--- src/rtl/multicycle_control_fsm.sv ---
// Multicycle MIPS-subset control unit: Moore FSM sequencing fetch/decode/execute
// phases, with memory handshake stalls and a retired-instruction counter.
module multicycle_control_fsm #(
  parameter bit MEM_HANDSHAKE = 1'b1
) (
  input  logic        clk,
  input  logic        rst_n,
  input  logic [5:0]  opcode,
  input  logic        mem_ready,
  output logic        pc_write,
  output logic        pc_write_cond,
  output logic        iord,
  output logic        mem_read,
  output logic        mem_write,
  output logic        ir_write,
  output logic        reg_dst,
  output logic        mem_to_reg,
  output logic        reg_write,
  output logic        alu_src_a,
  output logic [1:0]  alu_src_b,
  output logic [1:0]  alu_op,
  output logic [1:0]  pc_source,
  output logic [3:0]  state,
  output logic        illegal_op,
  output logic [31:0] instr_retired
);

  localparam int unsigned ST_W  = 4;
  localparam int unsigned CNT_W = 32;

  localparam logic [3:0] S_FETCH  = 4'd0;
  localparam logic [3:0] S_DECODE = 4'd1;
  localparam logic [3:0] S_MEMADR = 4'd2;
  localparam logic [3:0] S_MEMRD  = 4'd3;
  localparam logic [3:0] S_MEMWB  = 4'd4;
  localparam logic [3:0] S_MEMWR  = 4'd5;
  localparam logic [3:0] S_EXEC   = 4'd6;
  localparam logic [3:0] S_ALUWB  = 4'd7;
  localparam logic [3:0] S_BRANCH = 4'd8;
  localparam logic [3:0] S_ORIEX  = 4'd9;
  localparam logic [3:0] S_ORIWB  = 4'd10;
  localparam logic [3:0] S_JUMP   = 4'd11;

  localparam logic [5:0] OP_RTYPE = 6'b000000;
  localparam logic [5:0] OP_J     = 6'b000010;
  localparam logic [5:0] OP_BEQ   = 6'b000100;
  localparam logic [5:0] OP_ORI   = 6'b001101;
  localparam logic [5:0] OP_LW    = 6'b100011;
  localparam logic [5:0] OP_SW    = 6'b101011;

  logic [ST_W-1:0] state_d;
  logic            ready;
  logic            retire;

  assign ready = MEM_HANDSHAKE ? mem_ready : 1'b1;

  // State register and retired-instruction counter (wraps naturally)
  always_ff @(posedge clk or negedge rst_n) begin
    if (!rst_n) begin
      state         <= S_FETCH;
      instr_retired <= '0;
    end else begin
      state         <= state_d;
      instr_retired <= instr_retired + CNT_W'(retire);
    end
  end

  // Next-state and control decode
  always_comb begin
    state_d       = S_FETCH;
    retire        = 1'b0;
    pc_write      = 1'b0;
    pc_write_cond = 1'b0;
    iord          = 1'b0;
    mem_read      = 1'b0;
    mem_write     = 1'b0;
    ir_write      = 1'b0;
    reg_dst       = 1'b0;
    mem_to_reg    = 1'b0;
    reg_write     = 1'b0;
    alu_src_a     = 1'b0;
    alu_src_b     = 2'b00;
    alu_op        = 2'b00;
    pc_source     = 2'b00;
    illegal_op    = 1'b0;

    case (state)
      S_FETCH: begin
        mem_read  = 1'b1;
        alu_src_b = 2'b01;
        ir_write  = ready;
        pc_write  = ready;
        state_d   = ready ? S_DECODE : S_FETCH;
      end
      S_DECODE: begin
        alu_src_b = 2'b11;
        case (opcode)
          OP_LW, OP_SW: state_d = S_MEMADR;
          OP_RTYPE:     state_d = S_EXEC;
          OP_BEQ:       state_d = S_BRANCH;
          OP_ORI:       state_d = S_ORIEX;
          OP_J:         state_d = S_JUMP;
          default: begin
            illegal_op = 1'b1;
            state_d    = S_FETCH;
          end
        endcase
      end
      S_MEMADR: begin
        alu_src_a = 1'b1;
        alu_src_b = 2'b10;
        state_d   = (opcode == OP_LW) ? S_MEMRD : S_MEMWR;
      end
      S_MEMRD: begin
        iord     = 1'b1;
        mem_read = 1'b1;
        state_d  = ready ? S_MEMWB : S_MEMRD;
      end
      S_MEMWB: begin
        mem_to_reg = 1'b1;
        reg_write  = 1'b1;
        retire     = 1'b1;
      end
      S_MEMWR: begin
        iord      = 1'b1;
        mem_write = 1'b1;
        state_d   = ready ? S_FETCH : S_MEMWR;
        retire    = ready;
      end
      S_EXEC: begin
        alu_src_a = 1'b1;
        alu_op    = 2'b10;
        state_d   = S_ALUWB;
      end
      S_ALUWB: begin
        reg_dst   = 1'b1;
        reg_write = 1'b1;
        retire    = 1'b1;
      end
      S_BRANCH: begin
        alu_src_a     = 1'b1;
        alu_op        = 2'b01;
        pc_write_cond = 1'b1;
        pc_source     = 2'b01;
        retire        = 1'b1;
      end
      S_ORIEX: begin
        alu_src_a = 1'b1;
        alu_src_b = 2'b10;
        alu_op    = 2'b11;
        state_d   = S_ORIWB;
      end
      S_ORIWB: begin
        reg_write = 1'b1;
        retire    = 1'b1;
      end
      S_JUMP: begin
        pc_write  = 1'b1;
        pc_source = 2'b10;
        retire    = 1'b1;
      end
      default: state_d = S_FETCH;
    endcase

    // Strobes are held quiet for the whole reset window, not just after the edge
    if (!rst_n) begin
      pc_write      = 1'b0;
      pc_write_cond = 1'b0;
      mem_read      = 1'b0;
      mem_write     = 1'b0;
      ir_write      = 1'b0;
      reg_write     = 1'b0;
      illegal_op    = 1'b0;
    end
  end

endmodule

--- config.mk ---
export PLATFORM = sky130hd
export DESIGN_NAME = multicycle_control_fsm
export DESIGN_NICKNAME = d
export VERILOG_FILES = /design/src/rtl/multicycle_control_fsm.sv
export SDC_FILE = /design/constraint.sdc
export NUM_CORES = 1
export LEC_CHECK = 0
export CAP_MARGIN = 30
export CELL_PAD_IN_SITES_DETAIL_PLACEMENT = 1
export CELL_PAD_IN_SITES_GLOBAL_PLACEMENT = 2
export CORE_ASPECT_RATIO = 0.75
export CORE_MARGIN = 5
export CORE_UTILIZATION = 28
export CTS_CLUSTER_DIAMETER = 50
export DETAILED_ROUTE_END_ITERATION = 7
export GPL_TIMING_DRIVEN = 0
export PLACE_DENSITY_LB_ADDON = 0.05
export SYNTH_ARGS = -nofsm -noshare
export SYNTH_HDL_FRONTEND = slang
export SYNTH_SLANG_ARGS = --single-unit
--- constraint.sdc ---
create_clock -name clk -period 6.59 [get_ports clk]
set_input_delay 1.318 -clock clk [delete_from_list [all_inputs] [get_ports clk]]
set_output_delay 1.318 -clock clk [all_outputs]
set_load 0.03 [all_outputs]
==> summary.txt <==
Detailed routing
  – Starting DRT DRC Count: between 40 and 50
  – Initial DRT Pass Iterations: 4
  – Via count: roughly 1.7k
  – Post-route ant nets: 0
  – Routed wire per std cell: 16.04 um
  – Post-Route WL: roughly 5.7 mm
  – Post-route DRC: 0
  – Vias per cell: 4.868

Power and ir drop
  – Leak pwr: around 1.1 nW
  – Worst VDD drop: about 0.078 mV
  – Power per cell area: 205.3 nW/um2

Timing
  – Final worst-path setup slack: roughly 1.8 ns
  – Relative slew slack: between 30 and 40%
  – Fin. max-slew vios: 0
  – Hold Fails Final Rpt: 0
  – Tmin final: between 4 and 5 ns
  – Worst Skew: around 0.013 ns
  – Fmax achieved: between 200 and 250 MHz
  – Setup_tns: 0 ns
  – Final setup violating endpoints: 0
  – Final Cycle Share: approximately 73%
  – Slew of the pin with the lowest slew margin: about 0.95 ns
  – RSZ-0062 raised after global routing: false

Synth
  – Synthesized net count: 214
  – Top post-synthesis cells by area: dfrtp_1, xnor2_1, xor2_1
  – Proportion of netlist area held by the largest area contributor: between 40 and 50%
  – Yosys reg bits: 36
  – Mapped Cells: between 200 and 250
  – Post-synth EDFFs: 0
  – Seq/Total Area, Yosys: approximately 46%
  – Synth Flop Type: dfrtp_1
  – Ys Warns: 0
  – Synth area leader: dfrtp_1
  – Synth cell types: 40
  – Mapped Avg Cell Area: between 9 and 10 um2
  – Asr flop ratio synth: 100.0%
  – Cell area after synthesis: between 1500 and 2000 um2

Clock tree
  – # hold bufs at CTS: 0
  – H-tree levels: 2
  – Post-CTS sizing: 0
  – Postcts setup bufs: 0
  – Clk sinks: 36
  – CTS root buffer: clkbuf_8
  – CTS tree: done
  – Worst-path clk slew: 0.09 ns
  – Max clock buf depth: 2
  – Clock Latency Late Sink: about 0.30 ns
  – Cts bufs inserted: 5

Flow run
  – Max_cap viols: 0

Critical path
  – CP Launch Point: mem_ready
  – Required @ worst endpoint: 5.27 ns
  – WS Path Type: in2out
  – Worst Reg-to-Reg Cells: 9
  – R2R Path Start: state[0]
  – Reg2reg end: instr_retired[25]
  – CP arrival: 3.50 ns
  – CP endpoint: pc_write
  – Crit Path Max Fanout: 7
  – Critical Path Source Type: input port
  – Reg-to-reg slack, setup: around 3.7 ns
  – Crit end category: output pin

Die
  – # rows: 26
  – Die Span Y: about 83 um
  – Initial Util: ~29%
  – Die area: between 8000 and 9000 um2
  – Die Width: about 110 um
  – Core area: a little under 7000 um2
  – Ports: 62

Placed design
  – Gp weighted congestion: just over 0.7
  – HPWL after detailed placement: between 4 and 5 mm
  – Port bufs: 61
  – DP Worst Slack: around 1.8 ns
  – Placed cells: between 300 and 400

Cells and area
  – Ant. Diodes: 0
  – Area Overhead vs Synth: 42.17%
  – Final cell count without fillers: about 360
  – Nets@finish: roughly 280
  – Proportion of layout cells with a drive suffix above 1: about 6.6%

Global route
  – Pin count of the biggest net entering global routing: 26
  – Vias in the first global route: between 1.5k and 2k
  – First-pass GRT wire length: around 9.5 mm
  – Initial antenna violation count: 0
  – Grt ovf: 0
  – GRT Total Usage: between 10% and 20%

Worst hold path
  – Worst Hold Class: reg2reg
  – Worst hold path depth: 1
  – Worst Hold Launch: instr_retired[31]

Outcome
  – Status: complete, no violations
[kinds of logic (layout without fill, tap and decap cells)]
kind of cell	Yosys count	in the layout	synth area share (%)
flip-flops	36	36	45.86
AND/OR/NAND/NOR	100	100	28.85
adder cells (fa/ha/maj)	2	2	1.274
AO/OA/AOI/OAI	20	20	6.942
XOR/XNOR	32	32	14.27
multiplexers	1	1	0.5096
buffers and inverters	12	82	2.293
[worst min path at each step]
stage / endpoint / slack, ns
3_5_place_dp: instr_retired[31] / 0.47
5_1_grt: instr_retired[29] / 0.51
4_1_cts: instr_retired[31] / 0.48
2_1_floorplan: instr_retired[31] / 0.65
3_3_place_gp: instr_retired[31] / 0.46
6_report: instr_retired[31] / 0.48
[sequential cells by signal, summed over array words and instances, names as in the netlist]
signal	count
state	4
instr_retired	32
[area by class of cell]
cell class | instances | area [um2]
Fill cell | 800 | 4039
Multi-Input combinational cell | 155 | 1018
Clock buffer | 6 | 82.58
Buffer | 8 | 30.03
Tap cell | 84 | 105.1
Sequential cell | 36 | 900.9
Timing Repair Buffer | 62 | 625.6
Inverter | 4 | 15.01
Clock inverter | 2 | 15.01
[synthesized netlist by cell type (2+ instances only)]
| master | instances |
|---|---|
| nor2b_1 | 2 |
| ha_1 | 2 |
| clkbuf_1 | 8 |
| nand2_1 | 16 |
| and2_1 | 2 |
| a21oi_1 | 3 |
| nor3_2 | 2 |
| a31oi_1 | 2 |
| nand4b_1 | 2 |
| and3_1 | 5 |
| xnor2_1 | 23 |
| dfrtp_1 | 36 |
| nor2_1 | 20 |
| inv_1 | 4 |
| nand4_1 | 12 |
| nand2b_1 | 6 |
| o31ai_1 | 2 |
| xor2_1 | 9 |
| o21ai_0 | 4 |
| o22ai_1 | 2 |
| nand3_1 | 11 |
| o21a_1 | 2 |
| and4_1 | 3 |
| nor3_1 | 9 |
[routing by layer]
metal / vias up / wire [um] / track usage (%)
met4: 0 / 46 / 3.448
met3: 7 / 246 / 3.263
met1: 832 / 3202 / 20.71
met2: 42 / 2231 / 19.28
li1: 857 / - / -
met5: - / 0 / 0
[worst max-delay path: stages]
cell and delay (ns):
clkdlybuf4s50_1 0.61, or3b_2 0.49, nor2_1 0.10, a31oi_1 0.05, nor3b_1 0.22, clkdlybuf4s50_1 0.70
[metrics by stage]
stage | hold slack (ns) | total power, mW | util [%] | instance area [um2]
after floorplan | 0.6486 | 0.3344 | - | 1964
after global placement | 0.4587 | 0.4038 | 39.23 | 2680
after detailed placement | 0.4678 | 0.4065 | 39.45 | 2695
after CTS | 0.4820 | 0.5835 | 40.88 | 2793
after global routing | 0.5104 | 0.6015 | 40.88 | 2793
final | 0.4764 | 0.5734 | 40.88 | 2793
[layout by cell type (no fill, tap or decap), drive strengths merged, types with 2 or more instances in the layout]
master          n
o22ai           2
and3            5
buf             2
nand4          12
nand3          11
o31ai           2
nor2           20
o21a            2
nand2b          6
a31oi           2
dfrtp          36
inv             4
and4            3
nand2          16
xor2            9
clkdlybuf4s50  60
clkinvlp        2
or4             2
nor4            3
and2            2
a21oi           3
nor3           11
xnor2          23
nand4b          2
o21ai           4
clkbuf         14
nor2b           2
ha              2
[where the power goes]
group | internal [mW] | switching, mW | leakage [nW]
clock | 0.0848 | 0.0883 | 0.0434
combinational | 0.0600 | 0.0917 | 0.595
sequential | 0.233 | 0.0152 | 0.480
Power figures use the tool's default switching activity.
